### config.mk
export PLATFORM = sky130hd
export DESIGN_NAME = alu_pipe_flat
export DESIGN_NICKNAME = d
export VERILOG_FILES = /design/src/rtl/alu_pipe_pkg.sv /design/src/rtl/alu_pipe_if.sv /design/src/rtl/alu_core.sv /design/src/rtl/alu_pipe.sv /design/src/flat_wrapper.sv
export SDC_FILE = /design/constraint.sdc
export NUM_CORES = 1
export LEC_CHECK = 0
export BUFFER_PORTS_ARGS = -buffer_cell sky130_fd_sc_hd__buf_2
export CORE_UTILIZATION = 60
export DETAILED_ROUTE_END_ITERATION = 10
export GPL_TIMING_DRIVEN = 0
export PLACE_DENSITY = 0.78
export SYNTH_ARGS = -nofsm -noshare
export SYNTH_HDL_FRONTEND = slang
export SYNTH_SLANG_ARGS = --single-unit
### constraint.sdc
create_clock -name clk -period 10 [get_ports clk]
set_input_delay 1 -clock clk [delete_from_list [all_inputs] [get_ports clk]]
set_output_delay 1 -clock clk [all_outputs]
set_load 0.1 [all_outputs]
### src/rtl/alu_pipe_pkg.sv
// ============================================================================
// Module   : alu_pipe_pkg
// Purpose  : Shared opcode encoding and flag bundle for the pipelined ALU.
// Revision : 1.0 - initial release
// ============================================================================
`default_nettype none

package alu_pipe_pkg;

  localparam int unsigned OP_W = 4;

  // Opcode map; codes 11..15 are reserved and yield a zero result
  typedef enum logic [OP_W-1:0] {
    OP_AND    = 4'd0,
    OP_OR     = 4'd1,
    OP_XOR    = 4'd2,
    OP_NOR    = 4'd3,
    OP_ADD    = 4'd4,
    OP_SUB    = 4'd5,
    OP_SLT    = 4'd6,
    OP_SLL    = 4'd7,
    OP_SRL    = 4'd8,
    OP_SRA    = 4'd9,
    OP_PASS_B = 4'd10
  } alu_op_e;

  // Flags travel down the pipe next to the result as one packed word
  typedef struct packed {
    logic zero;
    logic ovf;
    logic neg;
    logic carry;
  } alu_flags_t;

endpackage

`default_nettype wire

### src/rtl/alu_pipe_if.sv
// ============================================================================
// Module   : alu_pipe_if
// Purpose  : Issue-side and writeback-side valid/ready bundle of alu_pipe.
//            The sticky overflow pair exists only with ALU_PIPE_STICKY_OVF_EN.
// Revision : 1.0 - initial release
// ============================================================================
`default_nettype none

interface alu_pipe_if #(
  parameter int WIDTH  = 32,
  parameter int CTRL_W = 4
);

  // Operand bundle handshake
  logic              in_valid;
  logic              in_ready;
  logic [WIDTH-1:0]  A_in;
  logic [WIDTH-1:0]  B_in;
  logic [CTRL_W-1:0] Alu_Cntrl_in;
  logic              Cin_in;

  // Result handshake
  logic              out_valid;
  logic              out_ready;
  logic [WIDTH-1:0]  OUT;
  logic              Zero;
  logic              oVerflow;
  logic              Negative;
  logic              Carry;

`ifdef ALU_PIPE_STICKY_OVF_EN
  logic              sticky_ovf;
  logic              sticky_clr;
`endif

  // Issue logic / writeback logic side
  modport master (
    output in_valid, A_in, B_in, Alu_Cntrl_in, Cin_in, out_ready,
    input  in_ready, out_valid, OUT, Zero, oVerflow, Negative, Carry
`ifdef ALU_PIPE_STICKY_OVF_EN
    , output sticky_clr
    , input  sticky_ovf
`endif
  );

  // The ALU pipeline itself
  modport slave (
    input  in_valid, A_in, B_in, Alu_Cntrl_in, Cin_in, out_ready,
    output in_ready, out_valid, OUT, Zero, oVerflow, Negative, Carry
`ifdef ALU_PIPE_STICKY_OVF_EN
    , input  sticky_clr
    , output sticky_ovf
`endif
  );

endinterface

`default_nettype wire

### src/rtl/alu_core.sv
// ============================================================================
// Module   : alu_core
// Purpose  : Combinational ALU: logic ops, add/sub with carry and signed
//            overflow, signed compare, shifts and pass-through of B.
// Revision : 1.0 - initial release
// ============================================================================
`default_nettype none

module alu_core
  import alu_pipe_pkg::*;
#(
  parameter int WIDTH  = 32,
  parameter int CTRL_W = 4
) (
  input  logic [WIDTH-1:0]  a,
  input  logic [WIDTH-1:0]  b,
  input  logic [CTRL_W-1:0] op,
  input  logic              cin,
  output logic [WIDTH-1:0]  result,
  output alu_flags_t        flags
);

  localparam int SHW = $clog2(WIDTH);

  logic [SHW-1:0]   shamt;
  logic             is_add;
  logic             is_sub;
  logic [WIDTH-1:0] b_eff;
  logic             c_eff;
  logic [WIDTH:0]   sum;
  logic             arith_ovf;

  assign shamt = b[SHW-1:0];

  // One shared adder; SUB is A + ~B + 1 so Carry=1 means no borrow
  always_comb begin
    is_add    = (op == CTRL_W'(OP_ADD));
    is_sub    = (op == CTRL_W'(OP_SUB));
    b_eff     = is_sub ? ~b : b;
    c_eff     = is_sub ? 1'b1 : cin;
    sum       = {1'b0, a} + {1'b0, b_eff} + {{WIDTH{1'b0}}, c_eff};
    arith_ovf = (a[WIDTH-1] == b_eff[WIDTH-1]) && (sum[WIDTH-1] != a[WIDTH-1]);
  end

  // Result select; reserved opcodes fall through to zero
  always_comb begin
    result = '0;
    case (op)
      CTRL_W'(OP_AND):    result = a & b;
      CTRL_W'(OP_OR):     result = a | b;
      CTRL_W'(OP_XOR):    result = a ^ b;
      CTRL_W'(OP_NOR):    result = ~(a | b);
      CTRL_W'(OP_ADD):    result = sum[WIDTH-1:0];
      CTRL_W'(OP_SUB):    result = sum[WIDTH-1:0];
      CTRL_W'(OP_SLT):    result = {{(WIDTH-1){1'b0}}, ($signed(a) < $signed(b))};
      CTRL_W'(OP_SLL):    result = a << shamt;
      CTRL_W'(OP_SRL):    result = a >> shamt;
      CTRL_W'(OP_SRA):    result = $signed(a) >>> shamt;
      CTRL_W'(OP_PASS_B): result = b;
      default:            result = '0;
    endcase
  end

  // Carry and overflow only mean something for the adder ops
  always_comb begin
    flags       = '0;
    flags.zero  = (result == '0);
    flags.neg   = result[WIDTH-1];
    flags.carry = (is_add || is_sub) ? sum[WIDTH] : 1'b0;
    flags.ovf   = (is_add || is_sub) ? arith_ovf  : 1'b0;
  end

endmodule

`default_nettype wire

### src/rtl/alu_pipe.sv
// ============================================================================
// Module   : alu_pipe
// Purpose  : Valid/ready pipelined ALU. Stage 1 holds the operand bundle,
//            the ALU evaluates stage 1, stages 2..LATENCY carry result and
//            flags. Lossless backpressure, one op per cycle, capacity LATENCY.
//            Optional macro ALU_PIPE_STICKY_OVF_EN adds a sticky overflow bit.
// Revision : 1.0 - initial release
// ============================================================================
`default_nettype none

module alu_pipe
  import alu_pipe_pkg::*;
#(
  parameter int WIDTH   = 32,  // >= 4
  parameter int CTRL_W  = 4,
  parameter int LATENCY = 2    // 2..6
) (
  input  logic      clk,
  input  logic      reset,     // asynchronous, active low
  alu_pipe_if.slave bus
);

  // Stage valid bits: index 0 is the operand stage, LATENCY-1 drives the output
  logic [LATENCY-1:0] valid_q;
  logic [LATENCY-1:0] load;

  // Stage 1 operand bundle
  logic [WIDTH-1:0]  a_q;
  logic [WIDTH-1:0]  b_q;
  logic [CTRL_W-1:0] op_q;
  logic              cin_q;

  // Result stages 2..LATENCY
  logic [WIDTH-1:0]  res_q [1:LATENCY-1];
  alu_flags_t        flg_q [1:LATENCY-1];

  logic [WIDTH-1:0]  alu_res;
  alu_flags_t        alu_flg;

  alu_core #(
    .WIDTH  (WIDTH),
    .CTRL_W (CTRL_W)
  ) u_alu_core (
    .a      (a_q),
    .b      (b_q),
    .op     (op_q),
    .cin    (cin_q),
    .result (alu_res),
    .flags  (alu_flg)
  );

  // A stage may load unless it and every stage after it are full while the
  // consumer stalls; written without recursion so the ready chain stays flat
  always_comb begin
    logic tail_full;
    load      = '0;
    tail_full = 1'b1;
    for (int i = LATENCY - 1; i >= 0; i--) begin
      tail_full = tail_full & valid_q[i];
      load[i]   = bus.out_ready | ~tail_full;
    end
  end

  assign bus.in_ready = load[0];

  // Pipeline registers: each stage takes its predecessor whenever it loads
  always_ff @(posedge clk or negedge reset) begin
    if (!reset) begin
      valid_q <= '0;
      a_q     <= '0;
      b_q     <= '0;
      op_q    <= '0;
      cin_q   <= 1'b0;
      for (int i = 1; i < LATENCY; i++) begin
        res_q[i] <= '0;
        flg_q[i] <= '0;
      end
    end else begin
      if (load[0]) begin
        valid_q[0] <= bus.in_valid;
        if (bus.in_valid) begin
          a_q   <= bus.A_in;
          b_q   <= bus.B_in;
          op_q  <= bus.Alu_Cntrl_in;
          cin_q <= bus.Cin_in;
        end
      end
      if (load[1]) begin
        valid_q[1] <= valid_q[0];
        if (valid_q[0]) begin
          res_q[1] <= alu_res;
          flg_q[1] <= alu_flg;
        end
      end
      for (int i = 2; i < LATENCY; i++) begin
        if (load[i]) begin
          valid_q[i] <= valid_q[i-1];
          if (valid_q[i-1]) begin
            res_q[i] <= res_q[i-1];
            flg_q[i] <= flg_q[i-1];
          end
        end
      end
    end
  end

  assign bus.out_valid = valid_q[LATENCY-1];
  assign bus.OUT       = res_q[LATENCY-1];
  assign bus.Zero      = flg_q[LATENCY-1].zero;
  assign bus.oVerflow  = flg_q[LATENCY-1].ovf;
  assign bus.Negative  = flg_q[LATENCY-1].neg;
  assign bus.Carry     = flg_q[LATENCY-1].carry;

`ifdef ALU_PIPE_STICKY_OVF_EN
  logic sticky_q;
  logic release_fire;

  assign release_fire = valid_q[LATENCY-1] & bus.out_ready;

  // Accumulate overflow over released results; a same-edge set beats clear
  always_ff @(posedge clk or negedge reset) begin
    if (!reset) begin
      sticky_q <= 1'b0;
    end else if (release_fire && flg_q[LATENCY-1].ovf) begin
      sticky_q <= 1'b1;
    end else if (bus.sticky_clr) begin
      sticky_q <= 1'b0;
    end
  end

  assign bus.sticky_ovf = sticky_q;
`endif

endmodule

`default_nettype wire

### src/flat_wrapper.sv
// flat-port wrapper written by rule: the top's interface ports become plain ports
module alu_pipe_flat import alu_pipe_pkg::*;
#(
  parameter int WIDTH   = 32,         
  parameter int CTRL_W  = 4,
  parameter int LATENCY = 2           
)
  (clk, reset, bus_in_valid, bus_A_in, bus_B_in, bus_Alu_Cntrl_in, bus_Cin_in, bus_out_ready, bus_in_ready, bus_out_valid, bus_OUT, bus_Zero, bus_oVerflow, bus_Negative, bus_Carry);
  alu_pipe_if #(.WIDTH(WIDTH), .CTRL_W(CTRL_W)) bus_i ();
  input  logic clk;
  input  logic reset;
  input wire logic [$bits(bus_i.in_valid)-1:0] bus_in_valid;
  input wire logic [$bits(bus_i.A_in)-1:0] bus_A_in;
  input wire logic [$bits(bus_i.B_in)-1:0] bus_B_in;
  input wire logic [$bits(bus_i.Alu_Cntrl_in)-1:0] bus_Alu_Cntrl_in;
  input wire logic [$bits(bus_i.Cin_in)-1:0] bus_Cin_in;
  input wire logic [$bits(bus_i.out_ready)-1:0] bus_out_ready;
  output wire logic [$bits(bus_i.in_ready)-1:0] bus_in_ready;
  output wire logic [$bits(bus_i.out_valid)-1:0] bus_out_valid;
  output wire logic [$bits(bus_i.OUT)-1:0] bus_OUT;
  output wire logic [$bits(bus_i.Zero)-1:0] bus_Zero;
  output wire logic [$bits(bus_i.oVerflow)-1:0] bus_oVerflow;
  output wire logic [$bits(bus_i.Negative)-1:0] bus_Negative;
  output wire logic [$bits(bus_i.Carry)-1:0] bus_Carry;
  assign bus_i.in_valid = bus_in_valid;
  assign bus_i.A_in = bus_A_in;
  assign bus_i.B_in = bus_B_in;
  assign bus_i.Alu_Cntrl_in = bus_Alu_Cntrl_in;
  assign bus_i.Cin_in = bus_Cin_in;
  assign bus_i.out_ready = bus_out_ready;
  assign bus_in_ready = bus_i.in_ready;
  assign bus_out_valid = bus_i.out_valid;
  assign bus_OUT = bus_i.OUT;
  assign bus_Zero = bus_i.Zero;
  assign bus_oVerflow = bus_i.oVerflow;
  assign bus_Negative = bus_i.Negative;
  assign bus_Carry = bus_i.Carry;
  alu_pipe #(.WIDTH(WIDTH), .CTRL_W(CTRL_W), .LATENCY(LATENCY)) u_core (.clk(clk), .reset(reset), .bus(bus_i));
endmodule
======== After elaboration in Yosys (flattened, before gate mapping) ========
Cells that the tools add are included.
operators by class
  add/sub/neg operators ................... 2
  order comparisons ....................... 1
  equal/unequal tests ..................... 12
  shift operators ......................... 3
  mux-type cells .......................... 5
  bitwise operators ....................... 10
  reduce and logical (&&, ||, !) cells .... 7
operators with widths
  operator                                              count
  one-hot mux 32 bit (10 select lines)                  1
  NOT 32 bit                                            2
  adder 32 x 32 -> 33 bit                               1
  adder 33 x 1 -> 33 bit                                1
  bitwise AND 32 bit                                    1
  logical NOT 32 bit                                    1
  less-than comparator 32 bit                           1
  two-way mux 32 bit                                    1
  bitwise OR 32 bit                                     1
  left shift 32 x 5 -> 32 bit                           1
  >> shifter 32 x 5 -> 32 bit                           1
  >>> shifter 32 x 5 -> 32 bit                          1
  XOR 32 bit                                            1
  equality test 4 x 3 -> 1 bit (second input constant)  4
  equality test 4 bit (second input constant)           3
  equality test 4 x 2 -> 1 bit (second input constant)  2
  equality test 4 x 1 -> 1 bit (second input constant)  1
  logical NOT 4 bit                                     1
  AND reduction 2 bit                                   2
  two-way mux 1 bit                                     3
  NOT 1 bit                                             2
  bitwise OR 1 bit                                      2
  OR reduction 2 bit                                    1
  bitwise AND 1 bit                                     1
  other kinds (4)                                       4
word-level totals
  register bits after elaboration ......... 107
  input bits .............................. 73
  word-level logic and storage cells ...... 51

======== Depth between registers and ports, before layout ========
Gate-level depths: netlist of the first run.
  depth in word-level cells ............... 7
  gate-level depth with buffers ........... 24
  mapped depth without buffers ............ 17

======== Modules after synthesis ========
Synthesis of the first run repeated with hierarchy kept, for this count alone.
second synthesis, totals
  cell total of the unflattened synthesis .. 1559
  area, all modules ....................... 13920.9 µm²
modules (own cells, without submodules)
  module    instances  cells an instance  area an instance (µm²)
  alu_core  1          1331               9864.5
  alu_pipe  1          228                4056.4

======== Worst setup path after synthesis of the first run ========
Ideal clock, no wire load.
  path kind ............................... reg2reg
  from .................................... reg u_core.op_q[0]
  to ...................................... reg u_core.flg_q (netlist bit u_core.bus.Zero)
  arrival time ............................ 5.349 ns
  data required time ...................... 9.897 ns
  path slack .............................. 4.547 ns
  stages on the path, launching flop included .. 25
  path buffers ............................ 8
  cells stage by stage .................... dfrtp_1 -> buf_2 -> buf_2 -> clkbuf_1 -> buf_2 -> buf_2 -> buf_2 -> and2_1 -> clkbuf_1 -> buf_1 -> xnor2_1 -> fa_1 -> inv_1 -> fa_1 -> nand2b_1 -> a211oi_1 -> o21ai_1 -> a21oi_1 -> a21oi_1 -> xor2_1 -> nor2_1 -> or4_1 -> nor3_1 -> nand4b_1 -> o41ai_2
on the way
  word-level cells in the longest chain between the ends .. 6
  elaborated cells between the ends (all ways) .. 18
  classes of those cells .................. add/sub: 2; eq/ne: 10; mux: 3; reduce/logical: 3
RTL lines
  item                                    RTL line                        text
  start: declaration                      alu_pipe.sv:30                  logic [CTRL_W-1:0] op_q;
  start signal: assignment                alu_pipe.sv:84                  op_q <= bus.Alu_Cntrl_in;
  equality test 4 x 3 -> 1 bit            alu_core.sv:38, alu_core.sv:48
  two-way mux 32 bit                      alu_core.sv:39                  b_eff = is_sub ? ~b : b;
  adder 32 x 32 -> 33 bit                 alu_core.sv:41                  sum = {1'b0, a} + {1'b0, b_eff} + {{WIDTH{1'b0}}, c_eff};
  adder 33 x 1 -> 33 bit                  alu_core.sv:41
  one-hot mux 32 bit (10 select lines) *  alu_core.sv:48                  case (op)
  logical NOT 32 bit *                    alu_core.sv:67                  flags.zero = (result == '0);
  end signal: indexed assignment          alu_pipe.sv:100                 flg_q[i] <= flg_q[i-1];
  end: declaration                        alu_pipe.sv:35                  alu_flags_t flg_q [1:LATENCY-1];
Every way passes the cells marked *; elsewhere a longest branch is shown, timed or not.
A chain may end at the register's enable or synchronous reset.

======== Worst setup path after layout of the first run ========
  from .................................... reg u_core.op_q[3]
  to ...................................... reg u_core.flg_q (netlist bit u_core.bus.Zero)
The elaborated chain is that of the path after synthesis.

==> metrics.txt, run 1 <==
Multi-input gate area 9982 um2; FMAX 118.2 MHz; clock tree sinks 106; total number of vias 14,928; ys async rst share 100.0%; highest routed layer met5; Die ar. 23,200 um2; CP Buf/Inv Count 6; worst vdd ir between 150 and 200 uV; Nets 1,915; post-route ant nets 0; Max-Slew Margin vs Limit under 10%; Setup crit end kind flip-flop; core footprint 21,960 um2; Area growth, synth to finish 9.098%; Post-Synth XOR/XNOR Area 3.423%; final hold vios 0; syn avg cell area 8.528 um2; Yosys reg bits 106; TritonCTS Buffers 9; WL met1 approximately 22,000 um; fin util roughly two thirds; Ports approximately 110; multiplexer share of the synthesized area 21.58%; Layout Skew around 0.017 ns; Clock Power Share 11.7%; number of port buffers 110; Comb pwr share 68.7%; P_leak 6.451 nW; via density per instance 7.475; FP Rows 54; postcts setup bufs 0; Yosys top cell area share 19.56%; synthesized cell area ~14,000 um2; critical path, cell by cell buf_2, nor3b_1, clkbuf_1, clkbuf_1, and2_1, clkbuf_1, buf_1, xnor2_1, fa_1, inv_1, fa_1, nand2b_1, a211oi_1, o21ai_1, a31o_2, o21ai_1, xor2_1, a221oi_1, nand2_1, nor3_1, nand4b_1, o41ai_2; Area contributors post-synth dfrtp_1, ha_1, mux2_2, mux4_2, mux2i_1; required time of the critical path approximately 10 ns; global router's overall resource usage 53.06%; most frequent cells in the layout nand2_1, buf_2, ha_1, dfrtp_1, mux2_2; CTS tree done; Synth Net Count 1,793; Hold Path Class reg2reg; largest family of logic cells by synthesized area compound AO/OA/AOI/OAI gates; Routed met3 length 9647 um; DR pass1 iterations 9; Tmin final 8.461 ns; final wirelength between 60,000 and 70,000 um; Slew Viols, Final 0; Worst Setup Start Kind flip-flop; chip width about 150 um; hpwl dp around 49,000 um; setup TNS 0 ns; Crit path max-delay family buffers and inverters; layout cells sized above 1 19.10%; Final setup viols 0; Worst Hold Margin around 0.48 ns; Sequential cell area 2653 um2; Net Sw Power about 1.9 mW; crit-path most repeated cell clkbuf_1; Crit Path Category reg2reg; commonest non-fill, non-tap cell in the layout nand2_1; Slew @ Worst Pin 1.350 ns; Die Ht 152.3 um; 1st-iter DRT viols 2,247; CTS clk-pin slew, worst paths 0.08 ns; crit path DAT 8.74 ns; power per standard cell area 227.3 nW/um2; MaxCap Viol Count 0; antenna cells 0; fill cell count about 1,800; failing checks design-rule violations; post-synthesis compound-gate area fraction 21.88%; Starting Density 61.75%; RD Place Congestion 1.112; sw frac 57.59%; initial antenna violation count 3; DRC 11; Synth Area in Adders between 10% and 20%; Clk Latency, worst-skew pair 0.39 ns; Netlist cell types 82; critical path fanouts, max 10; clk buf depth 2; Ys Warns 0; Routed WL per cell slightly above 30 um; cts repair resizes 0; EDFF count, synth 0; RSZ-0062 raised after global routing no; vias in the first global route 14,322; CP max-delay cell nor3b_1; register share of total power 19.6%; status finished with violations; Root Buffer clkbuf_16; Gate Count Post-Synth 1,590; Critical Path Max Stage Delay roughly 0.94 ns; part of the cycle the worst path needs a little over four fifths; register area share after synthesis about 20%; Int Power 1.426 mW; CTS Hold Bufs 0; gr ovfl total 0; Max H-tree Level 3; simple-gate share of the synthesized area 14.63%; first-pass GRT wire length 90,800 um; routed wl met2 between 20,000 and 30,000 um; pin count of the biggest net entering global routing 70; Primary FF master, synth dfrtp_1; Synth area leader dfrtp_1
[metal layers]
layer | vias to the layer above | track usage, %
met2 | 1334 | 79.07
met3 | 359 | 19.25
met1 | 7081 | 65.26
met4 | 4 | 33.14
li1 | 6150 | -
met5 | - | 0
[flip-flops by register name, indices dropped and copies added, names as in the netlist]
register,cells
u_core.a_q,32
u_core.b_q,32
u_core.bus.OUT,31
u_core.op_q,4
u_core.valid_q,2
u_core.bus.Carry,1
u_core.bus.Negative,1
u_core.bus.Zero,1
u_core.bus.oVerflow,1
u_core.cin_q,1
[area by class of cell]
cell class / instances / area share, %
Tap cell: 280 / 2.368
Inverter: 87 / 2.208
Buffer: 136 / 4.043
Sequential cell: 106 / 17.93
Multi-Input combinational cell: 1261 / 67.48
Timing Repair Buffer: 111 / 3.925
Clock inverter: 6 / 0.4990
Clock buffer: 10 / 1.548
[power by group through the flow]
stage	sequential [mW]	clock [mW]	combinational, mW
after floorplan	0.980	0	1.23
after global placement	0.642	0	2.16
after detailed placement	0.649	0	2.20
after CTS	0.641	0.393	2.21
after global routing	0.657	0.401	2.40
final	0.657	0.394	2.31
[worst min-delay path: stages, from the launching register on]
cell     delay, ns
dfrtp_1       0.35
nand2_1       0.05
o31ai_1       0.05
[final timing paths]
path	cells past startpoint	slack, ns	end	start
min	2	0.48	u_core.bus.Carry	u_core.bus.Carry
min reg2reg	2	0.48	u_core.bus.Carry	u_core.bus.Carry
min in group asynchronous	1	0.60	u_core.b_q[10]	reset
max	22	1.54	u_core.bus.Zero	u_core.op_q[3]
max in group asynchronous	2	8.63	u_core.a_q[31]	reset
max reg2reg	22	1.54	u_core.bus.Zero	u_core.op_q[3]
[stage by stage]
stage	std cells	total power, mW	instance area (um2)	setup WS [ns]
final	1997	3.362	14790	1.539
after global placement	1980	2.802	14460	2.220
after CTS	1997	3.240	14790	2.063
after detailed placement	1981	2.845	14490	2.113
after floorplan	1590	2.210	13560	4.548
after global routing	1997	3.454	14790	1.403
[synth_stat cells (8+ instances only)]
cell	count
buf_1	21
and2_1	9
mux4_2	46
nor3_1	27
o21ai_1	8
a21oi_1	89
o22ai_1	19
o211ai_1	25
a22oi_1	26
a21o_1	10
nor2_1	98
xor2_1	8
nand4_1	9
o21bai_1	10
a221oi_1	20
a311oi_1	8
buf_4	10
nor4_1	9
buf_2	28
mux2_2	99
inv_1	83
nand3_1	27
a211oi_1	29
nand2_1	147
nand2b_1	21
dfrtp_1	106
mux2i_1	73
o221ai_1	13
o21ai_0	92
a31oi_1	17
clkbuf_1	75
xnor2_1	45
nor2b_1	22
o22a_1	12
ha_1	128
[logic make-up after synthesis]
family | count (synthesis)
buffers and inverters | 223
adder cells (fa/ha/maj) | 130
AO/OA/AOI/OAI | 442
multiplexers | 222
XOR/XNOR | 53
flip-flops | 106
AND/OR/NAND/NOR | 414
(Power assumes the default switching activity.)
==> run 2: changes to the inputs <==
==> constraint.sdc (replaced) <==
create_clock -name clk -period 8.1 [get_ports clk]
set_input_delay 0.81 -clock clk [delete_from_list [all_inputs] [get_ports clk]]
set_output_delay 0.81 -clock clk [all_outputs]
set_load 0.1 [all_outputs]
==> metrics.txt, run 2 (synthesis gave the netlist of run 1 again) <==
most frequent cells in the layout nand2_1, buf_2, ha_1, dfrtp_1, mux2_2; Worst Hold Margin 0.4067 ns; fin util 67.38%; chip width 152.3 um; Slew @ Worst Pin 1.288 ns; Net Sw Power 2.393 mW; met3 GRT Util between 10% and 20%; status finished with violations; Sequential cell area 2653 um2; Layout Skew around 0.018 ns; layout cells sized above 1 19.23%; cts repair resizes 0; RD Place Congestion 1.112; Final setup viols 0; part of the cycle the worst path needs between 90% and 100%; core footprint 21,960 um2; post-route ant nets 0; FMAX 126.0 MHz; postcts setup bufs 0; crit path DAT 8.22 ns; required time of the critical path 8.38 ns; first-pass GRT wire length 90,800 um; Area growth, synth to finish 9.117%; P_leak 6.455 nW; Max-Slew Margin vs Limit 12.89%; DRC 11; setup TNS 0 ns; 1st-iter DRT viols 2,148; Crit Path Category reg2reg; critical path fanouts, max 10; Nets 1,914; final hold vios 0; FP Rows 54; fill cell count 1,832; layer with the highest usage met2; number of port buffers 110; Slew Viols, Final 0; power per standard cell area 280.7 nW/um2; antenna cells 0; Multi-input gate area 9987 um2; CTS tree done; Clock Power Share a little under an eighth; Clk Latency, worst-skew pair 0.39 ns; GR Util met1 65.26%; Int Power 1.760 mW; clock tree sinks between 100 and 150; MaxCap Viol Count 0; Ports 111; clk buf depth 2; Die ar. between 20,000 and 25,000 um2; vias in the first global route 14,322; via density per instance 7.464; Routed WL per cell 31.04 um; gr ovfl total 0; register share of total power about a fifth; total number of vias 14,899; hpwl dp 48,630 um; Comb pwr share 68.7%; met2 global-route usage 79.07%; DR pass1 iterations 9; Root Buffer clkbuf_16; Worst Setup Start Kind flip-flop; CTS clk-pin slew, worst paths 0.08 ns; CTS Hold Bufs 0; RSZ-0062 raised after global routing no; sw frac 57.61%; initial antenna violation count 3; worst vdd ir 218.7 uV; Max H-tree Level 3; placed insts 1,981; commonest non-fill, non-tap cell in the layout nand2_1; final wirelength 61,950 um; global router's overall resource usage 53.06%; Final Total Pwr 4.153 mW; TritonCTS Buffers 9; pin count of the biggest net entering global routing 70; failing checks design-rule violations; Tmin final 7.938 ns; Hold Path Class in2async; fin cells 1,996; Starting Density approximately three fifths; Die Ht between 150 and 200 um; Setup crit end kind flip-flop
==> run 2: final timing paths <==
path | start | end | slack, ns | depth (start not counted)
worst max-delay path | u_core.op_q[0] | u_core.bus.Zero | 0.16 | 23
worst min-delay path | reset | u_core.b_q[10] | 0.41 | 1
worst max register to register | u_core.op_q[0] | u_core.bus.Zero | 0.16 | 23
worst min register to register | u_core.bus.Carry | u_core.bus.Carry | 0.48 | 2
max in group asynchronous | reset | u_core.op_q[2] | 6.93 | 2
min in group clk | u_core.bus.Carry | u_core.bus.Carry | 0.48 | 2
==> run 2: cell type report <==
| cell class | instances | area share [%] |
|---|---|---|
| timing repair buffer | 111 | 3.924 |
| clock inverter | 6 | 0.4989 |
| multi-input combinational | 1261 | 67.50 |
| buffer | 135 | 4.025 |
| sequential | 106 | 17.93 |
| inverter | 87 | 2.207 |
| tap | 280 | 2.368 |
| clock buffer | 10 | 1.548 |
==> run 2: stage by stage <==
| stage | instance area [um2] | worst slack, ns |
|---|---|---|
| after floorplan | 13560 | 2.648 |
| after global placement | 14460 | 0.3201 |
| after detailed placement | 14490 | 0.2131 |
| after CTS | 14790 | 0.1631 |
| after global routing | 14800 | 0.07363 |
| final | 14800 | 0.1619 |
==> run 2: worst max-delay path, stage by stage (launching register included) <==
cell and delay (ns):
dfrtp_1 0.32, buf_2 0.27, buf_2 0.36, clkbuf_1 0.59, buf_2 0.52, buf_2 0.37
buf_2 0.36, and2_1 0.60, clkbuf_2 0.51, xnor2_1 0.21, fa_1 0.26, inv_1 0.07
fa_1 0.40, nand2b_1 0.20, a211oi_1 0.44, o21ai_1 0.31, a31o_2 0.31, o21ai_1 0.34
xor2_1 0.18, a221oi_1 0.51, nand2_1 0.10, nor3_1 0.15, nand4b_1 0.17, o41ai_2 0.28
==> run 2: power groups by stage <==
stage / Combinational, mW / Sequential [mW] / Clock [mW]
2_1_floorplan: 1.52 / 1.21 / 0
3_3_place_gp: 2.67 / 0.792 / 0
3_5_place_dp: 2.71 / 0.802 / 0
4_1_cts: 2.72 / 0.791 / 0.486
5_1_grt: 2.96 / 0.811 / 0.496
6_report: 2.85 / 0.811 / 0.489
==> run 2: metal layers <==
metal | share of wire (%) | routed length [um]
met5 | 0.040 | 25
met1 | 36 | 22010
met3 | 15 | 9551
met2 | 42 | 25740
met4 | 7.5 | 4626
